**src/rtl/board_drop_ctrl.sv**
```systemverilog
// Connect-4 gravity-drop controller: move check, optional fall, board commit.
// Define BOARD_DROP_ANIM_EN to build the FALL animation state and tick counter.
module board_drop_ctrl #(
  parameter int ROWS       = 6,
  parameter int COLS       = 7,
  parameter int FALL_TICKS = 2_500_000
) (
  input  logic       clk,
  input  logic       rst,
  input  logic       new_game,
  input  logic       valid_move,
  input  logic [2:0] selected_col,
  output logic       busy,
  output logic       move_done,
  output logic       move_reject,
  output logic [2:0] placed_row,
  output logic [2:0] placed_col,
  output logic       placed_player,
  output logic       turn,
  output logic       anim_active,
  output logic [2:0] anim_row,
  output logic [5:0] move_count,
  output logic       board_full,
  input  logic [2:0] rd_row,
  input  logic [2:0] rd_col,
  output logic [1:0] rd_cell
);

  typedef enum logic [1:0] {
    IDLE,
    CHECK,
    FALL,
    COMMIT
  } state_t;

  localparam int CELLS = ROWS * COLS;

  state_t     state;
  logic [1:0] cells [ROWS][COLS];
  logic [2:0] height [COLS];
  logic [2:0] col;
  logic [2:0] target;
  logic [2:0] cur_h;
  logic       col_ok;

`ifdef BOARD_DROP_ANIM_EN
  localparam int TW = $clog2(FALL_TICKS + 1);
  logic [TW-1:0] tick;
`else
  assign anim_active = 1'b0;
  assign anim_row    = 3'd0;
`endif

  // An out-of-range column reads as full so CHECK rejects it.
  always_comb begin
    col_ok = 32'(col) < COLS;
    cur_h  = 3'(ROWS);
    if (col_ok) cur_h = height[col];
  end

  assign busy       = state != IDLE;
  assign board_full = move_count == 6'(CELLS);

  always_ff @(posedge clk or negedge rst) begin
    if (!rst) begin
      state         <= IDLE;
      col           <= 3'd0;
      target        <= 3'd0;
      move_done     <= 1'b0;
      move_reject   <= 1'b0;
      placed_row    <= 3'd0;
      placed_col    <= 3'd0;
      placed_player <= 1'b0;
      turn          <= 1'b0;
      move_count    <= 6'd0;
      for (int c = 0; c < COLS; c++) begin
        height[c] <= 3'd0;
        for (int r = 0; r < ROWS; r++)
          cells[r][c] <= 2'b00;
      end
`ifdef BOARD_DROP_ANIM_EN
      tick        <= '0;
      anim_active <= 1'b0;
      anim_row    <= 3'd0;
`endif
    end else if (new_game) begin
      state         <= IDLE;
      col           <= 3'd0;
      target        <= 3'd0;
      move_done     <= 1'b0;
      move_reject   <= 1'b0;
      placed_row    <= 3'd0;
      placed_col    <= 3'd0;
      placed_player <= 1'b0;
      turn          <= 1'b0;
      move_count    <= 6'd0;
      for (int c = 0; c < COLS; c++) begin
        height[c] <= 3'd0;
        for (int r = 0; r < ROWS; r++)
          cells[r][c] <= 2'b00;
      end
`ifdef BOARD_DROP_ANIM_EN
      tick        <= '0;
      anim_active <= 1'b0;
      anim_row    <= 3'd0;
`endif
    end else begin
      move_done   <= 1'b0;
      move_reject <= 1'b0;
      unique case (state)
        IDLE: begin
          if (valid_move) begin
            col   <= selected_col;
            state <= CHECK;
          end
        end
        CHECK: begin
          if (!col_ok || cur_h == 3'(ROWS) || board_full) begin
            move_reject <= 1'b1;
            state       <= IDLE;
          end else begin
            target <= cur_h;
`ifdef BOARD_DROP_ANIM_EN
            anim_row    <= 3'(ROWS - 1);
            anim_active <= 1'b1;
            tick        <= '0;
            state       <= FALL;
`else
            state <= COMMIT;
`endif
          end
        end
        FALL: begin
`ifdef BOARD_DROP_ANIM_EN
          if (tick == TW'(FALL_TICKS - 1)) begin
            tick <= '0;
            if (anim_row == target) begin
              anim_active <= 1'b0;
              state       <= COMMIT;
            end else begin
              anim_row <= anim_row - 3'd1;
            end
          end else begin
            tick <= tick + TW'(1);
          end
`else
          state <= IDLE;
`endif
        end
        COMMIT: begin
          cells[target][col] <= turn ? 2'b10 : 2'b01;
          height[col]        <= height[col] + 3'd1;
          move_count         <= move_count + 6'd1;
          placed_row         <= target;
          placed_col         <= col;
          placed_player      <= turn;
          move_done          <= 1'b1;
          turn               <= ~turn;
          state              <= IDLE;
        end
        default: state <= IDLE;
      endcase
    end
  end

  // Renderer port: same-edge writes are seen on the following read.
  always_ff @(posedge clk or negedge rst) begin
    if (!rst)
      rd_cell <= 2'b00;
    else if (32'(rd_row) < ROWS && 32'(rd_col) < COLS)
      rd_cell <= cells[rd_row][rd_col];
    else
      rd_cell <= 2'b00;
  end

endmodule

```
**config.mk**
```make
export PLATFORM = sky130hd
export DESIGN_NAME = board_drop_ctrl
export DESIGN_NICKNAME = d
export VERILOG_FILES = /design/src/rtl/board_drop_ctrl.sv
export SDC_FILE = /design/constraint.sdc
export NUM_CORES = 1
export LEC_CHECK = 0
export ABC_CLOCK_PERIOD_IN_PS = 3800
export BUFFER_PORTS_ARGS = -buffer_cell sky130_fd_sc_hd__buf_4
export CAP_MARGIN = 10
export CORE_ASPECT_RATIO = 2
export CORE_UTILIZATION = 66
export DETAILED_ROUTE_END_ITERATION = 10
export PLACE_DENSITY = 0.85
export SLEW_MARGIN = 20
export SYNTH_ARGS = -nofsm -noshare
export SYNTH_HDL_FRONTEND = slang
export SYNTH_SLANG_ARGS = --single-unit
```
**constraint.sdc**
```tcl
create_clock -name clk -period 3.8 [get_ports clk]
set_input_delay 0.19 -clock clk [delete_from_list [all_inputs] [get_ports clk]]
set_output_delay 0.19 -clock clk [all_outputs]
set_load 0.02 [all_outputs]
```
## Word level (Yosys, flattened, before mapping)

Cells that the tools add are included.

| word-level totals | value |
|---|---|
| flip-flop bits (word level) | 131 |
| input bits | 13 |
| output and inout bits | 24 |
| logic and storage cells | 147 |

| cells by class | value |
|---|---|
| add/subtract/negate cells | 2 |
| order comparisons | 9 |
| equal/unequal tests | 7 |
| muxes and demuxes | 49 |
| bitwise logic cells | 5 |
| reductions and logical operators | 15 |

Operator list:

| operator | count |
|---|---|
| two-way mux 84 bit | 2 |
| bitwise mux 84 bit | 1 |
| binary-select mux 14 bit (select 3 bit) | 1 |
| demux 14 bit (select 3 bit) | 1 |
| two-way mux 14 bit | 3 |
| two-way mux 21 bit | 2 |
| two-way mux 3 bit | 14 |
| bitwise mux 21 bit | 1 |
| greater-or-equal comparator 4 bit (second input constant) | 4 |
| two-way mux 2 bit | 8 |
| NOT 3 -> 4 bit | 4 |
| two-way mux 6 bit | 2 |
| nonzero test 2 bit | 5 |
| binary-select mux 3 bit (select 3 bit) | 1 |
| demux 3 bit (select 3 bit) | 1 |
| less-than comparator 3 bit (second input constant) | 3 |
| two-way mux 1 bit | 9 |
| less-than comparator 4 x 1 -> 1 bit (second input constant) | 2 |
| adder 6 x 1 -> 6 bit (second input constant) | 1 |
| binary-select mux 2 bit (select 3 bit) | 1 |
| demux 2 bit (select 3 bit) | 1 |
| == test 6 bit (second input constant) | 1 |
| one-hot mux 2 bit (3 select lines) | 1 |
| == test 2 bit (second input constant) | 2 |
| other kinds (12) | 16 |

## Logic depth before layout (Yosys ltp)

Gate-level depths: netlist of the first run.

| logic depth | value |
|---|---|
| depth after elaboration | 11 |
| mapped depth | 11 |

## Worst setup path before layout of the first run

Ideal clock, no wire load.

| timing path | value |
|---|---|
| path type | register to register |
| from | register col[0] |
| to | register height[14] (netlist bit) |
| library setup time | 0.126 ns |
| arrival | 2.111 ns |
| path slack | 1.563 ns |
| cell stages (with the launch flop) | 11 |
| path buffers | 3 |
| period minus slack after synthesis | 2.237 ns |
| path through | dfrtp_1 buf_6 mux4_2 nor2_1 a21oi_1 buf_4 ha_1 clkbuf_1 nand2b_1 nor2_1 a221o_1 |

| on the way | value |
|---|---|
| word-level cells in the longest chain between the ends | 8 |
| elaborated cells on any way between the ends | 13 |
| classes of those cells | add/sub (1); order compare (2); mux (8); bitwise (1); reduce/logical (1) |

Ends and longest elaborated chain:

| what | line | RTL |
|---|---|---|
| start: declaration | 41 | `logic [2:0] col;` |
| start signal: assignment | 113 | `col <= selected_col;` |
| NOT 3 -> 4 bit (implied by the code) * | 152 | `height[col] <= height[col] + 3'd1;` |
| binary-select mux 3 bit (select 3 bit) (tied with other cells) | 152 |  |
| two-way mux 3 bit (implied by the code) or logical AND 1 bit (tied branches) | 152 |  |
| two-way mux 3 bit (implied by the code) | 152 |  |
| adder 3 x 1 -> 3 bit or demux 3 bit (select 3 bit) (tied branches) | 152 |  |
| bitwise mux 21 bit * | 152 |  |
| two-way mux 21 bit * | 110 | `unique case (state)` |
| two-way mux 21 bit * | 86 | `end else if (new_game) begin` |
| end signal: indexed assignment | 152 |  |
| end: declaration | 40 | `logic [2:0] height [COLS];` |

Mark *: on every way between the ends. The rest lies on a longest branch, timed or not. The select of a mux whose other input is x is not followed.
A chain may end at the register's enable or synchronous reset.

## Worst setup path after layout of the first run

| timing path | value |
|---|---|
| from | register col[0] |
| to | register height[20] (netlist bit) |

The elaborated chain is that of the path after synthesis.

==> metrics.md, run 1 <==
| Metric | Value |
|---|---|
| Status | finished, final reports clean |
| Final Hold Fails | 0 |
| Clk root buf | clkbuf_16 |
| Vias in the first global route | 5830 |
| DR vias | 5802 |
| CP required | 4.11 ns |
| Gates resized, CTS repair | 0 |
| #FFs+latches synth | 131 |
| Share of cells above drive strength 1 | 14.6% |
| Fmax | 349 MHz |
| Setup TNS | 0 ns |
| GRT Resource Usage Total | 36.0% |
| H-tree levels | 4 |
| # IOs | 37 |
| Sequential cell area fraction in the yosys report | 47.5% |
| Die Ht | 147 um |
| Flop pwr share | 41.8% |
| Initial antenna violation count | 0 |
| Setup Skew | 0.00614 ns |
| Flop2flop setup slack | 0.93 ns |
| GPL Wtd Cong | 0.883 |
| # rows | 52 |
| Worst VDD drop | 0.422 mV |
| Clock buffer depth | 2 |
| Initial Util | 68.0% |
| Post-route ant nets | 0 |
| Die area | 0.0109 mm2 |
| DPL Wire Length | 11600 um |
| Final period utilization | 75.5% |
| Syn-to-layout area delta | 11.2% |
| YS warnings | 0 |
| Slew @ Worst Pin | 1.10 ns |
| Chip width | 74.3 um |
| Worst r2r src | col[0] |
| Grt ovf | 0 |
| Final Slew Violations | 0 |
| Number of setup violations in the final report | 0 |
| Critical-path top delay cell | dfrtp_1 |
| Num Clock Sinks | 131 |
| Hold Slack | 0.0139 ns |
| Area contributors post-synth | dfrtp_1 48%, nor2_1 7.0%, mux2i_1 6.4%, a21oi_1 5.5%, nand2_1 4.9% |
| P_int | 2.60 mW |
| Largest incremental delay on the critical path | 0.80 ns |
| CORE AREA | 0.0101 mm2 |
| Post-synth EDFFs | 0 |
| IO buf count | 32 |
| Share of the synthesized area in the top cell type | 47.5% |
| Hold Path End | col[0] |
| Critical path endpoint category | flop |
| Pre-antenna DRT Iters | 5 |
| Max_slew headroom | 26.0% |
| Largest net degree at the start of global routing | 99 |
| Post-Route WL | 17700 um |
| Clock Latency Late Sink | 0.43 ns |
| R2R cell count | 8 |
| Psw | 821 uW |
| Most used cell, CP | nor2_1 |
| Clk pwr share | 51.5% |
| Critical path type | reg -> reg |
| Syn Inst Count | 739 |
| Switching share of power | 24.0% |
| Max cap viols | 0 |
| Initial detailed-routing violation count | 670 |
| CP bufs+invs | 1 |
| Vias per cell | 6.57 |
| Comb pwr share | 6.7% |
| Wire per inst | 20.1 um |
| CTS tree | yes |
| Total CTS buffers | 17 |
| Pwr dens | 446 mW/mm2 |
| CTS clock-pin slew for the worst setup and hold paths | 0.06 ns |
| Post-CTS setup buffers | 0 |
| Top_reg_cell synth | dfrtp_1 |
| Yosys cell types | 63 |
| Critical-path cell list | mux4_2 -> nor2_1 -> a21oi_1 -> buf_4 -> ha_1 -> nand2b_1 -> nor2_1 -> a211o_1 |
| CP arrival | 3.18 ns |
| Critical Path Source Type | flop |
| Mapped cell area | 0.00690 mm2 |
| Nets | 751 |
| Delay-heaviest family, CP | flip-flops |
| Hold path startpoint | selected_col[0] |
| # DRC | 0 |
| First-pass GRT wire length | 29200 um |
| # diodes | 0 |
| R2r endpoint | height[20] |
| Hold WC Path Type | in -> reg |
| Hold path depth | 3 |
| Synth Area per Inst | 9.34 um2 |
| Final min period | 2.87 ns |
| CP Max Fanout | 17 |
| Synth async-reset ratio | 100% |
| Pleak | 3.29 nW |
| RSZ-0062 raised after global routing | false |
| Synth area leader | dfrtp_1 |
[what timing repair did]
| action | CTS | global route |
|---|---|---|
| hold buffers | 1 | 0 |
| endpoints found under the hold margin | 61 | 0 |
| endpoints found under the setup margin | 0 | 0 |
[tightest hold or removal path, delay by kind of cell]
| family | cells | cell delay, ns |
|---|---|---|
| buffers and inverters | 1 | 0.08 |
| muxes | 1 | 0.06 |
| and+or+nand+nor | 1 | 0.08 |
[synthesized netlist by cell type (2+ instances only)]
| cell type | instances |
|---|---|
| nand4_1 | 2 |
| mux2_4 | 2 |
| buf_6 | 7 |
| o22ai_1 | 8 |
| nor4_1 | 7 |
| nand3_1 | 9 |
| or2_2 | 9 |
| buf_1 | 5 |
| a22oi_2 | 2 |
| or3_1 | 4 |
| nand2b_1 | 7 |
| o221ai_1 | 6 |
| mux2i_1 | 44 |
| nor3_1 | 8 |
| ha_1 | 3 |
| xnor2_1 | 2 |
| nand4b_1 | 2 |
| nor3b_1 | 7 |
| clkbuf_1 | 34 |
| a21oi_1 | 76 |
| inv_1 | 5 |
| buf_4 | 7 |
| o21ai_0 | 46 |
| clkinv_1 | 2 |
| nor2b_1 | 6 |
| mux4_2 | 13 |
| o21a_1 | 2 |
| dfrtp_1 | 131 |
| a211oi_1 | 8 |
| xor2_1 | 4 |
| nor4_4 | 2 |
| a221o_1 | 4 |
| a211o_1 | 5 |
| buf_2 | 12 |
| nand2_1 | 90 |
| nor2_1 | 128 |
| and2_0 | 2 |
| nand3b_1 | 2 |
| and2_1 | 2 |
[cell type report]
| class | count | area (um2) |
|---|---|---|
| well taps | 135 | 169 |
| inverters | 7 | 26.3 |
| clock buffers | 19 | 453 |
| flip-flops and latches | 131 | 3280 |
| clock inverters | 13 | 183 |
| fillers | 710 | 2480 |
| repair buffers | 39 | 295 |
| multi-input cells | 539 | 3270 |
[per-layer routing]
metal  up-vias  GRT usage (%)  part of all wire, %
li1       2544              -                    -
met1      2866           41.1                   35
met2       306           59.5                   53
met3        86           8.42                  5.9
met4         0           21.6                  5.9
met5         -              0                    0
[kinds of logic after synthesis]
| kind of cell | after synthesis | synth area share (%) |
|---|---|---|
| and+or+nand+nor | 296 | 19.8 |
| buffers and inverters | 72 | 5.28 |
| muxes | 59 | 11.1 |
| xor gates and xnor gates | 6 | 0.762 |
| AOI/OAI and AO/OA | 171 | 15.0 |
| DFF | 131 | 47.5 |
| other | 1 | 0.0543 |
| adders and majority gates | 3 | 0.544 |
[layout by cell type, fill, tap and decap left out, types with 5 or more instances in the layout]
master	count
a211o_1	5
a211oi_1	8
a21oi_1	76
buf_4	38
clkbuf_16	17
dfrtp_1	131
inv_1	5
mux2i_1	44
mux4_2	13
nand2_1	90
nand2b_1	7
nand3_1	9
nor2_1	128
nor2b_1	6
nor3_1	8
nor3b_1	7
nor4_1	7
o21ai_0	46
o221ai_1	6
o22ai_1	8
or2_2	9
[worst max path at each step]
stage / to / cells after the start / startpoint
2_1_floorplan: height[14] / 10 / col[0]
3_3_place_gp: height[14] / 8 / col[0]
3_5_place_dp: height[8] / 8 / col[0]
4_1_cts: height[20] / 8 / col[0]
5_1_grt: height[20] / 8 / col[0]
6_report: height[20] / 8 / col[0]
[sequential cells by signal, indices dropped and copies added (netlist names)]
register,cells
move_reject,1
cells,84
height,21
placed_row,3
move_count,6
target,3
placed_col,3
rd_cell,2
placed_player,1
move_done,1
state,2
col,3
turn,1
[power groups by stage]
stage	combinational [mW]	sequential, mW	clock, mW
3_5_place_dp	0.223	1.46	0
6_report	0.228	1.43	1.76
5_1_grt	0.249	1.43	1.82
3_3_place_gp	0.218	1.45	0
2_1_floorplan	0.167	1.44	0
4_1_cts	0.226	1.43	1.76
[per-stage QoR]
| stage | power [mW] | worst slack [ns] | cells | util (%) | cell area (um2) |
|---|---|---|---|---|---|
| floorplan | 1.61 | 1.56 | 742 | - | 6910 |
| global placement | 1.67 | 1.06 | 850 | 69.2 | 7030 |
| detailed placement | 1.68 | 1.00 | 850 | 69.2 | 7030 |
| CTS | 3.42 | 0.982 | 883 | 75.6 | 7670 |
| global route | 3.50 | 0.748 | 883 | 75.6 | 7670 |
| finish | 3.42 | 0.933 | 883 | 75.6 | 7670 |
No activity file was read; power rests on OpenSTA's default activity.
==> inputs of run 2 (changes only) <==
--- a/config.mk
+++ b/config.mk
@@ -5,13 +5,13 @@
 export SDC_FILE = /design/constraint.sdc
 export NUM_CORES = 1
 export LEC_CHECK = 0
-export ABC_CLOCK_PERIOD_IN_PS = 3800
+export ABC_CLOCK_PERIOD_IN_PS = 2980
 export BUFFER_PORTS_ARGS = -buffer_cell sky130_fd_sc_hd__buf_4
 export CAP_MARGIN = 10
 export CORE_ASPECT_RATIO = 2
-export CORE_UTILIZATION = 66
+export CORE_UTILIZATION = 61
 export DETAILED_ROUTE_END_ITERATION = 10
-export PLACE_DENSITY = 0.85
+export PLACE_DENSITY = 0.8
 export SLEW_MARGIN = 20
 export SYNTH_ARGS = -nofsm -noshare
 export SYNTH_HDL_FRONTEND = slang
==> constraint.sdc (replaced) <==
create_clock -name clk -period 2.98 [get_ports clk]
set_input_delay 0.149 -clock clk [delete_from_list [all_inputs] [get_ports clk]]
set_output_delay 0.149 -clock clk [all_outputs]
set_load 0.02 [all_outputs]
==> run 2 against run 1 <==
Via count down 0.52%. Cell count is 2.0% higher. Setup slack got worse by 0.36 ns. Critical path type unchanged. Largest cell class unchanged.
==> metrics.md, run 2 (synthesis results as in run 1) <==
| Metric | Value |
|---|---|
| Setup Skew | 0.00897 ns (+0.00283 ns) |
| Final Hold Fails | 0 (unchanged) |
| Critical Path Source Type | flop |
| Final period utilization | 80.7% (+5.3 points) |
| Largest net degree at the start of global routing | 66 (-33%) |
| Setup TNS | 0 ns (unchanged) |
| Pwr dens | 557 mW/mm2 (+25%) |
| Die Ht | 152 um (+4.0%) |
| DR vias | 5772 (-0.52%) |
| CP bufs+invs | 0 (-1) |
| Vias per cell | 6.41 (-2.5%) |
| Initial detailed-routing violation count | 579 (-14%) |
| # rows | 54 (+3.8%) |
| Post-Route WL | 18100 um (+2.0%) |
| Clock buffer depth | 2 (unchanged) |
| Fillers | 844 (+19%) |
| Commonest non-fill, non-tap cell in the layout | dfrtp_1 |
| Most frequent cells in the layout | 130 x dfrtp_1, 128 x nor2_1, 90 x nand2_1, 76 x a21oi_1, 47 x buf_4 |
| Clk root buf | clkbuf_16 |
| Most used cell, CP | nor2_1 |
| Die area | 0.0118 mm2 (+8.0%) |
| Chip width | 77.2 um (+3.9%) |
| Syn-to-layout area delta | 12.9% |
| Gates resized, CTS repair | 0 (unchanged) |
| H-tree levels | 4 (unchanged) |
| CTS hold repair buffers | 4 (+3) |
| First-pass GRT wire length | 29400 um (+0.71%) |
| CP required | 3.25 ns (-0.86 ns) |
| Critical path endpoint category | flop |
| Largest regs | cells (84), height (21), move_count (6) |
| Wire per inst | 20.1 um (about the same) |
| # IOs | 37 (unchanged) |
| CTS tree | yes |
| Final Slew Violations | 0 (unchanged) |
| Status | finished, final reports clean |
| Critical-path top delay cell | dfrtp_1 |
| Final min period | 2.41 ns (-0.462 ns) |
| Largest register by flop count | cells |
| Post-route ant nets | 0 (unchanged) |
| CP Max Fanout | 11 (-6) |
| Critical-path cell list | or3b_2 -> nor2_1 -> nand2_1 -> a21oi_1 -> nor2_1 |
| CTS clock-pin slew for the worst setup and hold paths | 0.06 ns (about the same) |
| Largest register FFs | 84 (unchanged) |
| Num Clock Sinks | 131 (unchanged) |
| RSZ-0062 raised after global routing | false |
| Largest incremental delay on the critical path | 0.63 ns (-0.17 ns) |
| CORE AREA | 0.0109 mm2 (+7.8%) |
| GPL Wtd Cong | 0.933 (+5.6%) |
| Vias in the first global route | 5802 (-0.48%) |
| IO buf count | 32 (unchanged) |
| Pleak | 3.35 nW (+2.1%) |
| Initial Util | 63.0% (-4.9 points) |
| Pre-antenna DRT Iters | 7 (+2) |
| Grt ovf | 0 (unchanged) |
| Share of cells above drive strength 1 | 15.8% (+1.2 points) |
| Initial antenna violation count | 0 (unchanged) |
| Max cap viols | 0 (unchanged) |
| Delay-heaviest family, CP | simple AND/OR/NAND/NOR gates |
| DPL Wire Length | 12300 um (+5.8%) |
| # diodes | 0 (unchanged) |
| Total CTS buffers | 17 (unchanged) |
| Nets | 764 (+1.7%) |
| Power consumption | 4.34 mW (+27%) |
| Hold WC Path Type | in -> reg |
| CP arrival | 2.67 ns (-0.51 ns) |
| Worst VDD drop | 0.485 mV (+15%) |
| Number of setup violations in the final report | 0 (unchanged) |
| Max_slew headroom | 42.9% (+17 points) |
| Post-CTS setup buffers | 0 (unchanged) |
| GRT Resource Usage Total | 32.7% (-3.3 points) |
| Slew @ Worst Pin | 0.857 ns (-0.247 ns) |
| Fmax | 416 MHz (+19%) |
| # DRC | 0 (unchanged) |
| Critical path type | reg -> reg |
| Clock Latency Late Sink | 0.42 ns (about the same) |
==> run 2: cell types whose count changed in the layout (fill, tap and decap cells not counted), moves of 2 or more <==
cell           previous run  this run
buf_4                    38        47
clkinvlp_4                4         2
clkbuf_8                  2         4
dlygate4sd3_1             1         4
==> run 2: per-stage QoR <==
step / hold slack (ns) / std cells / worst slack (ns) / util, % / area (um2)
6_report: 0.0208 / 901 / 0.574 / 71.2 / 7790
5_1_grt: 0.0188 / 901 / 0.374 / 71.2 / 7790
4_1_cts: 0.0120 / 901 / 0.587 / 71.2 / 7790
3_5_place_dp: 0.298 / 865 / 0.614 / 65.1 / 7120
3_3_place_gp: 0.298 / 865 / 0.681 / 65.1 / 7120
2_1_floorplan: -0.147 / 742 / 0.743 / - / 6910
==> run 2: report_power, final <==
group / internal, mW / switching, mW / total [mW]
Combinational: 0.0994 / 0.215 / 0.315
Sequential: 1.79 / 0.0302 / 1.82
Clock: 1.41 / 0.792 / 2.20
Total: 3.30 / 1.04 / 4.34
==> run 2: path summary, 6_finish.rpt <==
path                           start          to  slack (ns)  cells after the start
setup / recovery           target[0]   cells[68]        0.57                      5
hold / removal             rd_row[1]  rd_cell[0]        0.02                      2
setup reg to reg           target[0]   cells[68]        0.57                      5
hold reg to reg            cells[71]   cells[71]        0.51                      2
max in group asynchronous        rst   cells[11]        1.81                      3
min in group asynchronous        rst   cells[71]        0.38                      2
==> run 2: layout make-up <==
cell class | count | area [um2] | share of cell area, %
flip-flops and latches | 131 | 3280 | 42.1
multi-input cells | 539 | 3270 | 41.9
clock buffers | 21 | 480 | 6.16
repair buffers | 52 | 413 | 5.30
well taps | 140 | 175 | 2.25
clock inverters | 11 | 150 | 1.93
inverters | 7 | 26.3 | 0.337
==> run 2: metal layers <==
metal / up-vias / track usage, % / part of all wire [%]
li1: 2580 / - / -
met1: 2842 / 35.3 / 35
met2: 281 / 57.4 / 53
met3: 69 / 6.35 / 5.6
met4: 0 / 20.8 / 6.0
met5: - / 0 / 0
